===== src/rtl/id_ex_stage_pkg.sv =====
// id_ex_stage_pkg: shared widths and ALU function codes for the ID/EX stage.
package id_ex_stage_pkg;

    localparam int DEF_DATA_W = 32;
    localparam int DEF_REG_AW = 5;
    localparam int DEF_FUN_W  = 6;

    typedef enum logic [5:0] {
        ALU_ADD   = 6'b000000,
        ALU_SUB   = 6'b000001,
        ALU_AND   = 6'b011000,
        ALU_OR    = 6'b011110,
        ALU_XOR   = 6'b010110,
        ALU_NOR   = 6'b010001,
        ALU_PASSA = 6'b011010,
        ALU_SLL   = 6'b100000,
        ALU_SRL   = 6'b100001,
        ALU_SRA   = 6'b100011,
        ALU_EQ    = 6'b110011,
        ALU_NEQ   = 6'b110001,
        ALU_LT    = 6'b110101,
        ALU_LEZ   = 6'b111101,
        ALU_LTZ   = 6'b111011,
        ALU_GTZ   = 6'b111111
    } alu_fun_e;

endpackage


===== src/rtl/id_ex_stage_fwd_mux.sv =====
// id_ex_stage_fwd_mux: picks one ALU source operand from EX/MEM, MEM/WB or the captured register-file value.
module id_ex_stage_fwd_mux #(
    parameter int DATA_W = 32,
    parameter int REG_AW = 5
) (
    input  logic [REG_AW-1:0] src_addr,
    input  logic [DATA_W-1:0] rf_data,
    input  logic              ex_mem_reg_write,
    input  logic              ex_mem_mem_to_reg,
    input  logic [REG_AW-1:0] ex_mem_waddr,
    input  logic [DATA_W-1:0] ex_mem_data,
    input  logic              mem_wb_reg_write,
    input  logic [REG_AW-1:0] mem_wb_waddr,
    input  logic [DATA_W-1:0] mem_wb_data,
    output logic [DATA_W-1:0] operand
);

    logic src_nz, hit_ex_mem, hit_mem_wb;

    // A load in EX/MEM has no result yet; the load-use stall keeps that case from arising.
    always_comb begin
        src_nz     = |src_addr;
        hit_ex_mem = src_nz && ex_mem_reg_write && !ex_mem_mem_to_reg && (ex_mem_waddr == src_addr);
        hit_mem_wb = src_nz && mem_wb_reg_write && (mem_wb_waddr == src_addr);
        operand    = hit_ex_mem ? ex_mem_data : hit_mem_wb ? mem_wb_data : rf_data;
    end

endmodule


===== src/rtl/id_ex_stage.sv =====
// id_ex_stage: ID/EX pipeline register with EX operand forwarding and load-use detection.
module id_ex_stage
    import id_ex_stage_pkg::*;
#(
    parameter int DATA_W = DEF_DATA_W,
    parameter int REG_AW = DEF_REG_AW,
    parameter int FUN_W  = DEF_FUN_W
) (
    input  logic              clk,
    input  logic              reset,
    input  logic              Hold,
    input  logic              Flush,
    input  logic              IdValid,
    input  logic [DATA_W-1:0] IdRsData,
    input  logic [DATA_W-1:0] IdRtData,
    input  logic [REG_AW-1:0] IdRsAddr,
    input  logic [REG_AW-1:0] IdRtAddr,
    input  logic              IdUsesRt,
    input  logic [4:0]        IdShamt,
    input  logic [15:0]       IdImm16,
    input  logic              IdExtOp,
    input  logic              IdLUOp,
    input  logic              IdALUSrc1,
    input  logic              IdALUSrc2,
    input  logic [FUN_W-1:0]  IdALUFun,
    input  logic              IdSign,
    input  logic [REG_AW-1:0] IdWAddr,
    input  logic              IdRegWrite,
    input  logic              IdMemRead,
    input  logic              IdMemWrite,
    input  logic              ExMemRegWrite,
    input  logic              ExMemMemToReg,
    input  logic [REG_AW-1:0] ExMemWAddr,
    input  logic [DATA_W-1:0] ExMemResult,
    input  logic              MemWbRegWrite,
    input  logic [REG_AW-1:0] MemWbWAddr,
    input  logic [DATA_W-1:0] MemWbWData,
    output logic [DATA_W-1:0] A,
    output logic [DATA_W-1:0] B,
    output logic [FUN_W-1:0]  ALUFun,
    output logic              Sign,
    output logic [DATA_W-1:0] StoreData,
    output logic [REG_AW-1:0] ExWAddr,
    output logic              ExRegWrite,
    output logic              ExMemRead,
    output logic              ExMemWrite,
    output logic              ExValid,
    output logic              LoadUse
);

    logic              valid_q, valid_d;
    logic              reg_write_q, reg_write_d;
    logic              mem_read_q, mem_read_d;
    logic              mem_write_q, mem_write_d;
    logic [REG_AW-1:0] waddr_q, waddr_d;
    logic [REG_AW-1:0] rs_addr_q, rs_addr_d;
    logic [REG_AW-1:0] rt_addr_q, rt_addr_d;
    logic [DATA_W-1:0] rs_data_q, rs_data_d;
    logic [DATA_W-1:0] rt_data_q, rt_data_d;
    logic [4:0]        shamt_q, shamt_d;
    logic [DATA_W-1:0] ext_imm_q, ext_imm_d;
    logic              alu_src1_q, alu_src1_d;
    logic              alu_src2_q, alu_src2_d;
    logic [FUN_W-1:0]  alu_fun_q, alu_fun_d;
    logic              sign_q, sign_d;
    logic [DATA_W-1:0] id_ext_imm, fwd_rs, fwd_rt;

    always_comb begin
        id_ext_imm  = IdLUOp  ? DATA_W'({IdImm16, 16'h0000}) :
                      IdExtOp ? DATA_W'($signed(IdImm16)) : DATA_W'(IdImm16);
        valid_d     = valid_q;
        reg_write_d = reg_write_q;
        mem_read_d  = mem_read_q;
        mem_write_d = mem_write_q;
        waddr_d     = waddr_q;
        rs_addr_d   = rs_addr_q;
        rt_addr_d   = rt_addr_q;
        rs_data_d   = rs_data_q;
        rt_data_d   = rt_data_q;
        shamt_d     = shamt_q;
        ext_imm_d   = ext_imm_q;
        alu_src1_d  = alu_src1_q;
        alu_src2_d  = alu_src2_q;
        alu_fun_d   = alu_fun_q;
        sign_d      = sign_q;
        // A bubble clears everything, so a flush overrides a concurrent hold.
        if (Flush) begin
            valid_d     = 1'b0;
            reg_write_d = 1'b0;
            mem_read_d  = 1'b0;
            mem_write_d = 1'b0;
            waddr_d     = '0;
            rs_addr_d   = '0;
            rt_addr_d   = '0;
            rs_data_d   = '0;
            rt_data_d   = '0;
            shamt_d     = '0;
            ext_imm_d   = '0;
            alu_src1_d  = 1'b0;
            alu_src2_d  = 1'b0;
            alu_fun_d   = FUN_W'(ALU_ADD);
            sign_d      = 1'b0;
        end else if (!Hold) begin
            valid_d     = IdValid;
            reg_write_d = IdRegWrite;
            mem_read_d  = IdMemRead;
            mem_write_d = IdMemWrite;
            waddr_d     = IdWAddr;
            rs_addr_d   = IdRsAddr;
            rt_addr_d   = IdRtAddr;
            rs_data_d   = IdRsData;
            rt_data_d   = IdRtData;
            shamt_d     = IdShamt;
            ext_imm_d   = id_ext_imm;
            alu_src1_d  = IdALUSrc1;
            alu_src2_d  = IdALUSrc2;
            alu_fun_d   = IdALUFun;
            sign_d      = IdSign;
        end
    end

    always_ff @(posedge clk or negedge reset) begin
        if (!reset) begin
            valid_q     <= 1'b0;
            reg_write_q <= 1'b0;
            mem_read_q  <= 1'b0;
            mem_write_q <= 1'b0;
            waddr_q     <= '0;
            rs_addr_q   <= '0;
            rt_addr_q   <= '0;
            rs_data_q   <= '0;
            rt_data_q   <= '0;
            shamt_q     <= '0;
            ext_imm_q   <= '0;
            alu_src1_q  <= 1'b0;
            alu_src2_q  <= 1'b0;
            alu_fun_q   <= FUN_W'(ALU_ADD);
            sign_q      <= 1'b0;
        end else begin
            valid_q     <= valid_d;
            reg_write_q <= reg_write_d;
            mem_read_q  <= mem_read_d;
            mem_write_q <= mem_write_d;
            waddr_q     <= waddr_d;
            rs_addr_q   <= rs_addr_d;
            rt_addr_q   <= rt_addr_d;
            rs_data_q   <= rs_data_d;
            rt_data_q   <= rt_data_d;
            shamt_q     <= shamt_d;
            ext_imm_q   <= ext_imm_d;
            alu_src1_q  <= alu_src1_d;
            alu_src2_q  <= alu_src2_d;
            alu_fun_q   <= alu_fun_d;
            sign_q      <= sign_d;
        end
    end

    id_ex_stage_fwd_mux #(.DATA_W(DATA_W), .REG_AW(REG_AW)) u_fwd_rs (
        .src_addr          (rs_addr_q),
        .rf_data           (rs_data_q),
        .ex_mem_reg_write  (ExMemRegWrite),
        .ex_mem_mem_to_reg (ExMemMemToReg),
        .ex_mem_waddr      (ExMemWAddr),
        .ex_mem_data       (ExMemResult),
        .mem_wb_reg_write  (MemWbRegWrite),
        .mem_wb_waddr      (MemWbWAddr),
        .mem_wb_data       (MemWbWData),
        .operand           (fwd_rs)
    );

    id_ex_stage_fwd_mux #(.DATA_W(DATA_W), .REG_AW(REG_AW)) u_fwd_rt (
        .src_addr          (rt_addr_q),
        .rf_data           (rt_data_q),
        .ex_mem_reg_write  (ExMemRegWrite),
        .ex_mem_mem_to_reg (ExMemMemToReg),
        .ex_mem_waddr      (ExMemWAddr),
        .ex_mem_data       (ExMemResult),
        .mem_wb_reg_write  (MemWbRegWrite),
        .mem_wb_waddr      (MemWbWAddr),
        .mem_wb_data       (MemWbWData),
        .operand           (fwd_rt)
    );

    always_comb begin
        A          = alu_src1_q ? DATA_W'(shamt_q) : fwd_rs;
        B          = alu_src2_q ? ext_imm_q : fwd_rt;
        StoreData  = fwd_rt;
        ALUFun     = alu_fun_q;
        Sign       = sign_q;
        ExWAddr    = waddr_q;
        ExRegWrite = reg_write_q;
        ExMemRead  = mem_read_q;
        ExMemWrite = mem_write_q;
        ExValid    = valid_q;
        LoadUse    = valid_q && mem_read_q && (|waddr_q) &&
                     ((waddr_q == IdRsAddr) || (IdUsesRt && (waddr_q == IdRtAddr)));
    end

endmodule


===== config.mk =====
export PLATFORM = sky130hd
export DESIGN_NAME = id_ex_stage
export DESIGN_NICKNAME = d
export VERILOG_FILES = /design/src/rtl/id_ex_stage_pkg.sv /design/src/rtl/id_ex_stage_fwd_mux.sv /design/src/rtl/id_ex_stage.sv
export SDC_FILE = /design/constraint.sdc
export NUM_CORES = 1
export LEC_CHECK = 0
export BUFFER_PORTS_ARGS = -buffer_cell sky130_fd_sc_hd__buf_2
export CAP_MARGIN = 10
export CELL_PAD_IN_SITES_DETAIL_PLACEMENT = 1
export CELL_PAD_IN_SITES_GLOBAL_PLACEMENT = 1
export CORE_UTILIZATION = 39
export DETAILED_ROUTE_END_ITERATION = 10
export PLACE_DENSITY = 0.88
export SLEW_MARGIN = 20
export SYNTH_ARGS = -nofsm -noshare
export SYNTH_HDL_FRONTEND = slang
export SYNTH_HIERARCHICAL = 1
export SYNTH_SLANG_ARGS = --single-unit

===== constraint.sdc =====
create_clock -name clk -period 5.6 [get_ports clk]
set_input_delay 0.56 -clock clk [delete_from_list [all_inputs] [get_ports clk]]
set_output_delay 0.56 -clock clk [all_outputs]
set_load 0.01 [all_outputs]

After elaboration in Yosys (flattened, before gate mapping)
Index checks and enable logic that the tools add are counted. W data, S select, Z words.

Flip-flop bits (word level): 129. Input bits: 197.

Equal/unequal tests: 7. Multiplexer cells: 38. Reduce and logical (&&, ||, !) cells: 19.

Operator list (count): $mux W32 (14); $mux W5 (8); $eq A5 B5 Y1 (6); $reduce_or A5 Y1 (3); $logic_and A1 B1 Y1 (14); $mux W1 (14); $mux W6 (2); $ne A2 B1 Y1 const B (1); $logic_not A1 Y1 (1); $logic_or A1 B1 Y1 (1).

Depth between registers and ports, before layout
Depth in word-level cells: 6. Depth in mapped cells: 7.

By module
The synthesis kept the hierarchy.

By module, submodules not included: id_ex_stage (instances 1, cells an instance 546, area an instance 6068.3 µm², seq. area each 3228.1 µm²); id_ex_stage_fwd_mux (instances 2, cells an instance 174, area an instance 1017.2 µm², seq. area each 0.0 µm²).

Worst setup path before layout
No wires, ideal clock.

Path kind: flip-flop to output port. Start: register rt_addr_q[1]. End: output port B[10]. Arrival time: 1.979 ns. Data required time: 5.040 ns. Slack: 3.061 ns. Cell stages (with the launch flop): 7. Buffers on the path: 1. Cell sequence: dfrtp_1 -> or4_4 -> o211ai_2 -> buf_2 -> o21ai_0 -> a31oi_1 -> mux2_2.

Longest elaborated chain between the ends: 6.

RTL lines: start: declaration (RTL line id_ex_stage.sv:57) `logic [REG_AW-1:0] rt_addr_q, rt_addr_d;`; start signal: assignment (RTL line id_ex_stage.sv:146) `rt_addr_q <= rt_addr_d;`; $reduce_or A5 Y1 (RTL line id_ex_stage_fwd_mux.sv:22) `src_nz = |src_addr;`; $logic_and A1 B1 Y1 (on tied branches) (2 in a row) (RTL line id_ex_stage_fwd_mux.sv:24, id_ex_stage_fwd_mux.sv:23); $mux W32 / $logic_and A1 B1 Y1 (equally long branches) (RTL line id_ex_stage_fwd_mux.sv:25, id_ex_stage_fwd_mux.sv:23); $mux W32 (*) (RTL line id_ex_stage_fwd_mux.sv:25) `operand = hit_ex_mem ? ex_mem_data : hit_mem_wb ? mem_wb_data : rf_data;`; via StoreData[10] (RTL line id_ex_stage.sv:42) `output logic [DATA_W-1:0] StoreData,`; $mux W32 (*) (RTL line id_ex_stage.sv:186) `B = alu_src2_q ? ext_imm_q : fwd_rt;`; end: declaration (RTL line id_ex_stage.sv:39) `output logic [DATA_W-1:0] B,`.

The timed path passes the listed nets; every way through them passes the cells marked *.

Worst setup path after layout
Start: register rt_addr_q[1]. End: output port B[3].

Longest elaborated chain between the ends: 6.

RTL lines (RTL line): $reduce_or A5 Y1 (id_ex_stage_fwd_mux.sv:22); $logic_and A1 B1 Y1 (on tied branches) (2 in a row) (id_ex_stage_fwd_mux.sv:24, id_ex_stage_fwd_mux.sv:23); $mux W32 / $logic_and A1 B1 Y1 (equally long branches) (id_ex_stage_fwd_mux.sv:25, id_ex_stage_fwd_mux.sv:23); $mux W32 (*) (id_ex_stage_fwd_mux.sv:25); $mux W32 (*) (id_ex_stage.sv:186).

Every way passes the cells marked *; elsewhere a longest branch is shown, timed or not.

==> impl_metrics.csv <==
group,metric,value,unit
run_status,status,"finished clean",
global_route,grt_pass1_vias,8807,
logic_synthesis,yosys.area_share.adder,0,%
logic_synthesis,yosys.area_share.simple,20.4,%
critical_path,crit_type,"flip-flop to output port",
logic_synthesis,synth_compound_area_share,12.9,%
placement,detailed_place_hpwl,24.7,mm
placement,port_buffers,309,
pwr,cellPowerDensity,274,nW/um2
routing,wl_per_cell,23.8,um
die,rows,52,
die,io_pins,310,
logic_synthesis,yosys.area_share.xor_xnor,3.24,%
sta,worst_slew_pin_slew,969,ps
routing,drtAntennaViolNets,0,
finish,num-fill-cells,2490,
pwr,leakage,4.98,nW
logic_synthesis,synth_edf_count,0,
die,die_height,146,um
logic_synthesis,netlist_area,8100,um2
global_route,grt_usage,32.1,%
sta,fin_skew,0,ps
cts,root_buffer,"clkbuf_16",
global_route,antenna_found_initial,3,
logic_synthesis,async_flop_share,100,%
cts,cts_resized,0,
finish,mostFrequentLayoutCell,"buf_2",
logic_synthesis,synth_nets,1091,
job,cap_violations,0,
routing,routed_wl,34.2,mm
critical_path,cp_data_required_time,5040,ps
die,coreArea,20300,um2
cts,clk_pin_slew,60,ps
sta,slew_violations,0,
sta,hold_viol_final,0,
logic_synthesis,ys_ff_latch,129,
logic_synthesis,synthMuxAreaShare,17.1,%
logic_synthesis,ys_warn_count,6,
global_route,overflow,0,
logic_synthesis,synthFlopType,"dfrtp_1",
pwr,peakVddDrop,197,uV
placement,gp_congestion,0.974,
critical_path,cp_max_fo,33,
logic_synthesis,synth.distinct_cells,32,
global_route,grt_pass1_wl,52.3,mm
finish,postLayoutCoreUtil,50.5,%
routing,first_pass_iters,5,
sta,maxSlewHeadroom,35.4,%
critical_path,cp.arrival,3410,ps
logic_synthesis,synth_cells,894,
cts,cts_buffer_depth,2,
cts,cts_setup_buffers,0,
die,die_w,146,um
finish,nets,1346,
die,die-area,21400,um2
finish,drive_above_1_share,35.2,%
cts,numCtsBuffers,17,
hold_path,min_path_type,"primary input to asynchronous set/reset pin",
cts,clock_latency,420,ps
cts,htreeDepth,4,
sta,max_clock_freq,252,MHz
routing,viasPerCell,5.95,
sta,post-route-min-period,3970,ps
sta,setup_viol,0,
critical_path,end_kind,"output port",
critical_path,reg2regPathDepth,2,
cts,cts_sinks,129,
routing,drt_iter0_markers,641,
critical_path,startpoint_type,"flip-flop",
routing,vias,8539,
cts,tritoncts,"built",
logic_synthesis,ys_seq_area_share,39.8,%
sta,finalSetupTns,0,ps
cts,postCtsHoldBufs,0,
logic_synthesis,synth_top_family_by_area,"simple AND/OR/NAND/NOR gates",
global_route,grt_max_degree,89,
routing,drc,0,
sta,min_period_over_period,70.9,%
logic_synthesis,avgSynthCellArea,9.06,um2
sta,rsz0062_at_grt,"false",
finish,area_delta_synth_final,26.6,%
die,start_util,39.9,%
finish,final_cell_mix,"buf_2 (306), dfrtp_1 (129), nor2_1 (115)",
==> final timing paths <==
path	startpoint	endpoint	slack (ps)
max reg2reg	rs_addr_q[0]	rs_addr_q[0]	4620
min in group clk	IdALUSrc2	alu_src2_q	370
min	reset	ext_imm_q[24]	160
min reg2reg	ext_imm_q[1]	ext_imm_q[1]	510
max	rt_addr_q[1]	B[3]	1630
max in group asynchronous	reset	rs_data_q[24]	4170
==> layer usage <==
metal  share of wire, %  GRT usage [%]  vias up
li1                   -              -     3776
met1                 41           41.9     4239
met2                 48           52.4      445
met3                7.4           5.59       77
met4                3.1           13.3        2
met5              0.026              0        -
==> per-stage QoR <==
| stage | instances | total power, mW | hold slack (ps) | area (um2) | setup slack (ps) |
|---|---|---|---|---|---|
| final | 1435 | 2.81 | 164 | 10300 | 1630 |
| after global routing | 1435 | 2.91 | 230 | 10300 | 1550 |
| after CTS | 1432 | 2.82 | 217 | 10300 | 1660 |
| after detailed placement | 1400 | 1.62 | 507 | 9630 | 2130 |
| after global placement | 1400 | 1.60 | 496 | 9630 | 2220 |
| after floorplan | 894 | 1.36 | 264 | 8100 | 3060 |
==> cell usage after synthesis, types with 7 or more instances <==
cell / count / area, um2
xor2_1: 7 / 61.3
buf_2: 30 / 150
clkbuf_1: 29 / 109
nand3_1: 66 / 330
buf_6: 12 / 135
nor4_1: 65 / 407
xnor2_1: 23 / 201
nor3b_1: 16 / 120
a31oi_1: 64 / 400
nor2_1: 115 / 432
nor2b_1: 29 / 181
o21ai_0: 76 / 380
mux2_2: 37 / 417
a21oi_1: 34 / 170
nand2_1: 17 / 63.8
mux2i_1: 97 / 971
clkbuf_2: 9 / 45.0
buf_4: 9 / 67.6
dfrtp_1: 129 / 3230
==> worst max-delay path, stage by stage (launching register included) <==
cell and delay, ps:
dfrtp_1 440, or4_4 590, nor2_4 680, or3_1 220, buf_4 370, a31oi_1 200
mux2_2 310, buf_2 140
==> cells by family (layout without fill, tap and decap cells) <==
| logic type | Yosys count | count (layout) |
|---|---|---|
| mux | 134 | 134 |
| compound gates | 184 | 184 |
| simple gates | 322 | 322 |
| buf+inv | 95 | 363 |
| xor+xnor | 30 | 30 |
| flops | 129 | 129 |
| other cells | 0 | 3 |
==> registers in the layout, summed over array words and instances (netlist names) <==
signal,flops
ALUFun,6
ExMemRead,1
ExMemWrite,1
ExRegWrite,1
ExValid,1
ExWAddr,5
Sign,1
alu_src1_q,1
alu_src2_q,1
ext_imm_q,32
rs_addr_q,5
rs_data_q,32
rt_addr_q,5
rt_data_q,32
shamt_q,5
==> cell type report <==
type / instances / area, um2 / area share (%)
sequential: 129 / 3230 / 31.5
antenna: 3 / 7.51 / 0.0732
tap: 270 / 338 / 3.29
clock buffer: 20 / 467 / 4.55
inverter: 2 / 7.51 / 0.0732
clock inverter: 12 / 154 / 1.50
timing repair buffer: 329 / 1710 / 16.7
multi-input combinational: 670 / 4350 / 42.4
==> report_power, final <==
group,switching (mW),internal (mW),leakage (nW),total [mW]
clock network,0.465,0.738,0.299,1.20
registers,0.0406,0.984,1.72,1.02
logic,0.366,0.221,2.96,0.587
(Power assumes the default switching activity.)
